<file path="src/rtl/riscv_ctrl_pkg.sv">
`default_nettype none
// ============================================================================
//  Module      : riscv_ctrl_pkg
//  Description : Shared types and encodings for the multi-cycle RV32I
//                control unit: FSM states, opcodes, mux-select and ALU codes.
//  Revision    : 1.0  initial release
// ============================================================================
package riscv_ctrl_pkg;

    // Controller states
    typedef enum logic [3:0] {
        S_FETCH    = 4'd0,
        S_DECODE   = 4'd1,
        S_MEMADR   = 4'd2,
        S_MEMREAD  = 4'd3,
        S_MEMWB    = 4'd4,
        S_MEMWRITE = 4'd5,
        S_EXECUTER = 4'd6,
        S_EXECUTEI = 4'd7,
        S_ALUWB    = 4'd8,
        S_JAL      = 4'd9,
        S_BRANCH   = 4'd10
    } state_t;

    // Supported opcodes (instr[6:0])
    localparam logic [6:0] OP_LOAD   = 7'b0000011;
    localparam logic [6:0] OP_STORE  = 7'b0100011;
    localparam logic [6:0] OP_RTYPE  = 7'b0110011;
    localparam logic [6:0] OP_ITYPE  = 7'b0010011;
    localparam logic [6:0] OP_JAL    = 7'b1101111;
    localparam logic [6:0] OP_BRANCH = 7'b1100011;

    // Immediate extender select
    localparam logic [1:0] IMM_I = 2'b00;
    localparam logic [1:0] IMM_S = 2'b01;
    localparam logic [1:0] IMM_B = 2'b10;
    localparam logic [1:0] IMM_J = 2'b11;

    // ALU operand A select
    localparam logic [1:0] SRCA_PC    = 2'b00;
    localparam logic [1:0] SRCA_OLDPC = 2'b01;
    localparam logic [1:0] SRCA_RD1   = 2'b10;

    // ALU operand B select
    localparam logic [1:0] SRCB_RD2  = 2'b00;
    localparam logic [1:0] SRCB_IMM  = 2'b01;
    localparam logic [1:0] SRCB_FOUR = 2'b10;

    // Result mux select
    localparam logic [1:0] RES_ALUOUT = 2'b00;
    localparam logic [1:0] RES_DATA   = 2'b01;
    localparam logic [1:0] RES_ALURES = 2'b10;

    // Coarse ALU operation from the FSM to the ALU decoder
    localparam logic [1:0] ALUOP_ADD   = 2'b00;
    localparam logic [1:0] ALUOP_SUB   = 2'b01;
    localparam logic [1:0] ALUOP_FUNCT = 2'b10;

    // ALU control codes
    localparam logic [2:0] ALU_ADD = 3'b000;
    localparam logic [2:0] ALU_SUB = 3'b001;
    localparam logic [2:0] ALU_AND = 3'b010;
    localparam logic [2:0] ALU_OR  = 3'b011;
    localparam logic [2:0] ALU_SLT = 3'b101;

endpackage : riscv_ctrl_pkg
`default_nettype wire

</file>
<file path="src/rtl/alu_decoder.sv">
`default_nettype none
// ============================================================================
//  Module      : alu_decoder
//  Description : Maps the FSM's coarse ALU operation plus instruction funct
//                fields to the 3-bit ALU control code. Purely combinational.
//  Revision    : 1.0  initial release
// ============================================================================
module alu_decoder
    import riscv_ctrl_pkg::*;
(
    input  logic [1:0] ALUOp,
    input  logic [2:0] Funct3,
    input  logic       Op5,
    input  logic       Funct7b5,
    output logic [2:0] ALUControl
);

    // Decode ALU control; only R-type (Op5=1) can select subtract via funct7
    always_comb begin
        ALUControl = ALU_ADD;
        case (ALUOp)
            ALUOP_ADD: ALUControl = ALU_ADD;
            ALUOP_SUB: ALUControl = ALU_SUB;
            ALUOP_FUNCT: begin
                case (Funct3)
                    3'b000:  ALUControl = (Op5 & Funct7b5) ? ALU_SUB : ALU_ADD;
                    3'b010:  ALUControl = ALU_SLT;
                    3'b110:  ALUControl = ALU_OR;
                    3'b111:  ALUControl = ALU_AND;
                    default: ALUControl = ALU_ADD;
                endcase
            end
            default: ALUControl = ALU_ADD;
        endcase
    end

endmodule : alu_decoder
`default_nettype wire

</file>
<file path="src/rtl/multicycle_controller.sv">
`default_nettype none
// ============================================================================
//  Module      : multicycle_controller
//  Description : Moore-style control FSM for the multi-cycle RV32I core.
//                Sequences the shared datapath, decodes ImmSrc from the
//                opcode and stalls on the memory ready handshake.
//  Revision    : 1.0  initial release
// ============================================================================
module multicycle_controller
    import riscv_ctrl_pkg::*;
(
    input  logic       clk,
    input  logic       rst,
    input  logic [6:0] Op,
    input  logic [2:0] Funct3,
    input  logic       Funct7b5,
    input  logic       Zero,
    input  logic       MemReady,
    output logic [1:0] ImmSrc,
    output logic [1:0] ALUSrcA,
    output logic [1:0] ALUSrcB,
    output logic [1:0] ResultSrc,
    output logic       AdrSrc,
    output logic [2:0] ALUControl,
    output logic       IRWrite,
    output logic       PCWrite,
    output logic       RegWrite,
    output logic       MemWrite,
    output logic       MemReq,
    output logic       Illegal
);

    state_t     state_q;
    state_t     state_d;
    state_t     w_state;
    logic [1:0] w_alu_op;

    // While reset is asserted, present FETCH outputs regardless of the
    // current state so an interrupted instruction cannot leak an enable.
    assign w_state = rst ? S_FETCH : state_q;

    // State register
    always_ff @(posedge clk) begin
        if (rst) begin
            state_q <= S_FETCH;
        end else begin
            state_q <= state_d;
        end
    end

    // Immediate format depends only on the opcode in the instruction register
    always_comb begin
        case (Op)
            OP_STORE:  ImmSrc = IMM_S;
            OP_BRANCH: ImmSrc = IMM_B;
            OP_JAL:    ImmSrc = IMM_J;
            default:   ImmSrc = IMM_I;
        endcase
    end

    // Next-state and datapath control outputs
    always_comb begin
        state_d   = w_state;
        ALUSrcA   = SRCA_PC;
        ALUSrcB   = SRCB_RD2;
        ResultSrc = RES_ALUOUT;
        AdrSrc    = 1'b0;
        w_alu_op  = ALUOP_ADD;
        IRWrite   = 1'b0;
        PCWrite   = 1'b0;
        RegWrite  = 1'b0;
        MemWrite  = 1'b0;
        MemReq    = 1'b0;
        Illegal   = 1'b0;

        case (w_state)
            S_FETCH: begin
                MemReq    = 1'b1;
                ALUSrcB   = SRCB_FOUR;
                ResultSrc = RES_ALURES;
                IRWrite   = MemReady;
                PCWrite   = MemReady;
                if (MemReady) state_d = S_DECODE;
            end
            S_DECODE: begin
                // Target PC (OldPC + imm) is formed here for branch/jal
                ALUSrcA = SRCA_OLDPC;
                ALUSrcB = SRCB_IMM;
                case (Op)
                    OP_LOAD, OP_STORE: state_d = S_MEMADR;
                    OP_RTYPE:          state_d = S_EXECUTER;
                    OP_ITYPE:          state_d = S_EXECUTEI;
                    OP_JAL:            state_d = S_JAL;
                    OP_BRANCH:         state_d = S_BRANCH;
                    default: begin
                        state_d = S_FETCH;
                        Illegal = 1'b1;
                    end
                endcase
            end
            S_MEMADR: begin
                ALUSrcA = SRCA_RD1;
                ALUSrcB = SRCB_IMM;
                state_d = (Op == OP_LOAD) ? S_MEMREAD : S_MEMWRITE;
            end
            S_MEMREAD: begin
                AdrSrc = 1'b1;
                MemReq = 1'b1;
                if (MemReady) state_d = S_MEMWB;
            end
            S_MEMWB: begin
                ResultSrc = RES_DATA;
                RegWrite  = 1'b1;
                state_d   = S_FETCH;
            end
            S_MEMWRITE: begin
                AdrSrc   = 1'b1;
                MemReq   = 1'b1;
                MemWrite = MemReady;
                if (MemReady) state_d = S_FETCH;
            end
            S_EXECUTER: begin
                ALUSrcA  = SRCA_RD1;
                ALUSrcB  = SRCB_RD2;
                w_alu_op = ALUOP_FUNCT;
                state_d  = S_ALUWB;
            end
            S_EXECUTEI: begin
                ALUSrcA  = SRCA_RD1;
                ALUSrcB  = SRCB_IMM;
                w_alu_op = ALUOP_FUNCT;
                state_d  = S_ALUWB;
            end
            S_ALUWB: begin
                RegWrite = 1'b1;
                state_d  = S_FETCH;
            end
            S_JAL: begin
                // Link value PC+4 comes from OldPC + 4; target was latched in DECODE
                ALUSrcA = SRCA_OLDPC;
                ALUSrcB = SRCB_FOUR;
                PCWrite = 1'b1;
                state_d = S_ALUWB;
            end
            S_BRANCH: begin
                ALUSrcA  = SRCA_RD1;
                ALUSrcB  = SRCB_RD2;
                w_alu_op = ALUOP_SUB;
                case (Funct3)
                    3'b000:  PCWrite = Zero;
                    3'b001:  PCWrite = ~Zero;
                    default: PCWrite = 1'b0;
                endcase
                state_d = S_FETCH;
            end
            default: begin
                state_d = S_FETCH;
            end
        endcase

        if (rst) begin
            IRWrite  = 1'b0;
            PCWrite  = 1'b0;
            RegWrite = 1'b0;
            MemWrite = 1'b0;
            MemReq   = 1'b0;
            Illegal  = 1'b0;
        end
    end

    alu_decoder u_alu_decoder (
        .ALUOp      (w_alu_op),
        .Funct3     (Funct3),
        .Op5        (Op[5]),
        .Funct7b5   (Funct7b5),
        .ALUControl (ALUControl)
    );

endmodule : multicycle_controller
`default_nettype wire

</file>
<file path="config.mk">
export PLATFORM = sky130hd
export DESIGN_NAME = multicycle_controller
export DESIGN_NICKNAME = d
export VERILOG_FILES = /design/src/rtl/riscv_ctrl_pkg.sv /design/src/rtl/alu_decoder.sv /design/src/rtl/multicycle_controller.sv
export SDC_FILE = /design/constraint.sdc
export NUM_CORES = 1
export LEC_CHECK = 0
export BUFFER_PORTS_ARGS = -buffer_cell sky130_fd_sc_hd__buf_4
export CAP_MARGIN = 15
export CORE_MARGIN = 3
export CORE_UTILIZATION = 40
export CTS_CLUSTER_DIAMETER = 40
export DETAILED_ROUTE_END_ITERATION = 12
export HOLD_SLACK_MARGIN = 0.15
export PLACE_DENSITY = 0.74
export SKIP_CTS_REPAIR_TIMING = 1
export SLEW_MARGIN = 20
export SYNTH_ARGS = -nofsm -noshare
export SYNTH_HDL_FRONTEND = slang
export SYNTH_SLANG_ARGS = --single-unit
</file>
<file path="constraint.sdc">
create_clock -name clk -period 1.7 [get_ports clk]
set_clock_uncertainty 0.1 [all_clocks]
set_input_delay 0.17 -clock clk [delete_from_list [all_inputs] [get_ports clk]]
set_output_delay 0.17 -clock clk [all_outputs]
set_load 0.02 [all_outputs]
</file>
==> flow_summary.yaml <==
run:
  cap_violations: 0
sta:
  slew-limit-headroom_pct: 76.1
  hold_viol: 0
  setup_violations: 4
  timing.fmax_mhz: 528
  post-route-min-period_ps: 1890
  hold_slack_ps: 135
  slew_violations: 0
  rsz0062_at_grt: "true"
  setup_tns_ps: -562
  worstMarginPinSlew_ps: 354
  period_share_pct: 111
  setup_slack_ps: -195
power:
  leakagePower_nw: 0.481
  clkPwrFrac_pct: 33.9
  peakVddDrop_mv: 0.360
  powerDensity_nw_per_um2: 327
  comb_power_share_pct: 39.4
  seqPwrFrac_pct: 26.7
  p_total_mw: 0.369
  p_int_mw: 0.246
  sw_frac_of_total_pct: 33.3
  p_sw_mw: 0.123
die:
  dieWidth_um: 46.7
  fp.dieH_um: 46.7
  die-area_um2: 2180
  core_area_um2: 1520
  io_pins: 33
  start_util_pct: 43.4
  num_rows: 14
synthesis:
  synth_fp_nets: 112
  yosysMostFrequentCell: "nor2_1"
  netlist_area_um2: 662
  synth_edf_count: 0
  synth-seq-cells: 4
  yosysWarningCount: 0
  ys_seq_area_share_pct: 12.1
  yosysUniqueCellTypes: 38
  synth_area_leader_cell: "dfxtp_1"
  synth_area_per_cell_um2: 6.97
  yosysTopAreaCellShare_pct: 12.1
  synth_commonest_cells: "nor2_1, a21oi_1, nand2_1"
  synth_ff_type: "dfxtp_1"
  synth_cells: 95
  async_flop_share_pct: 0
  synthTopCellsByArea: "dfxtp_1, nor2_1, a21oi_1"
outcome:
  outcome: "finished with violations"
  violations: "setup timing"
global_routing:
  grt_use_met1_pct: 21.0
  grtUsageTotal_pct: 17.6
  grt_pass1_vias: 702
  antenna_found_initial: 0
  grt-busiest-layer: "met2"
  grt_use_met3_pct: 2.73
  use_met2_pct: 31.9
  grt_max_degree: 17
  grt_pass1_wl_mm: 2.82
  grt_overflow: 0
critical_path:
  crit_arrival_ps: 1620
  required_ps: 1430
  cp_max_fo: 3
  worst-setup-path-type: "reg2out"
  crit_path_end_kind: "output pin"
  cp-start-kind: "register"
place:
  placed_cells: 144
  place_area_um2: 945
  pre_cts_ws_ps: -12.0
  gp_congestion: 0.822
  io_buffers: 32
  post-dp-hpwl_mm: 1.47
clock_network:
  numClockSinks: 4
  cts_buffers: 3
  htree_levels: 1
  cts_tree: "yes"
  cts_buffer_depth: 2
  cts_root_buffer: "clkbuf_4"
  clk_pin_slew_worst_paths_ps: 40
  clkLatencyLatePin_ps: 240
finish:
  fillCellCount: 126
  top_regs: "state_q: 4 flops"
  stdcell_count: 155
  layout-drive-gt1-share_pct: 50.4
  nNetsFinal: 158
  largest_register_ffs: 4
  seq_area_um2: 87.6
  syn_to_final_growth_pct: 70.9
  top_register: "state_q"
  fin_util_pct: 74.2
  diodes: 0
  multiInputGateArea_um2: 606
  final_area_um2: 1130
drt:
  finalWirelength_mm: 2.21
  wl_per_cell_um: 14.2
  drcViolationCount: 0
  drt_first_iter_violations: 21
  viasPerCell: 5.69
  antenna_left: 0
  vias: 882
  drt-pass1-iter-count: 4
min_path:
  hp-class: "in2reg"
cell usage in the layout, fill, tap and decap left out, types with 2 or more instances in the layout:
| master | n |
|---|---|
| and3_4 | 2 |
| xnor2_1 | 2 |
| nand3b_1 | 5 |
| ha_4 | 2 |
| nor2_4 | 2 |
| buf_4 | 43 |
| o21ai_0 | 5 |
| nor4_4 | 2 |
| nor3_1 | 4 |
| inv_1 | 3 |
| nor4_1 | 2 |
| nand3_1 | 3 |
| dfxtp_2 | 3 |
| nor4b_1 | 3 |
| nor2_1 | 8 |
| clkbuf_4 | 3 |
| buf_6 | 4 |
| nand2_1 | 8 |
| nand2b_1 | 3 |
| a21oi_1 | 8 |
final timing paths:
path	startpoint	end	slack (ps)	cells past startpoint
min reg2reg	state_q[0]$_SDFF_PP0_	state_q[1]$_SDFF_PP0_	530	3
max reg2reg	state_q[2]$_SDFF_PP0_	state_q[2]$_SDFF_PP0_	130	6
max	state_q[1]$_SDFF_PP0_	PCWrite	-190	5
min	Op[0]	state_q[1]$_SDFF_PP0_	130	3
layout make-up:
class	count	area share, %
multi-input cells	80	53.5
repair buffers	48	33.4
flip-flops and latches	4	7.74
clock buffers	3	1.99
well taps	16	1.77
inverters	4	1.55
power groups by stage:
stage               clock network [mW]  logic, mW  registers, mW
finish                           0.125      0.145         0.0987
global route                     0.132      0.157         0.0987
CTS                              0.127      0.131         0.0979
detailed placement                   0      0.130         0.0994
global placement                     0      0.129         0.0993
floorplan                            0     0.0681         0.0993
metal layers:
metal  vias to the layer above  wire (um)
li1                        429          -
met1                       416        853
met2                        32       1170
met3                         5        154
met4                         0         24
met5                         -          0
kinds of logic (layout without fill, tap and decap cells):
| kind of cell | count (synthesis) | count (layout) | share of synthesized area [%] |
|---|---|---|---|
| AOI/OAI and AO/OA | 22 | 22 | 20.0 |
| and+or+nand+nor | 52 | 52 | 47.5 |
| xor gates and xnor gates | 4 | 4 | 5.29 |
| DFF | 4 | 4 | 12.1 |
| adders and majority gates | 2 | 2 | 3.78 |
| buffers and inverters | 11 | 55 | 11.3 |
critical path: stages (launching register included):
cell and delay, ps:
dfxtp_2 330, buf_6 120, buf_4 120, or4_1 550, o41ai_4 80, buf_4 190
Power figures use the tool's default switching activity.
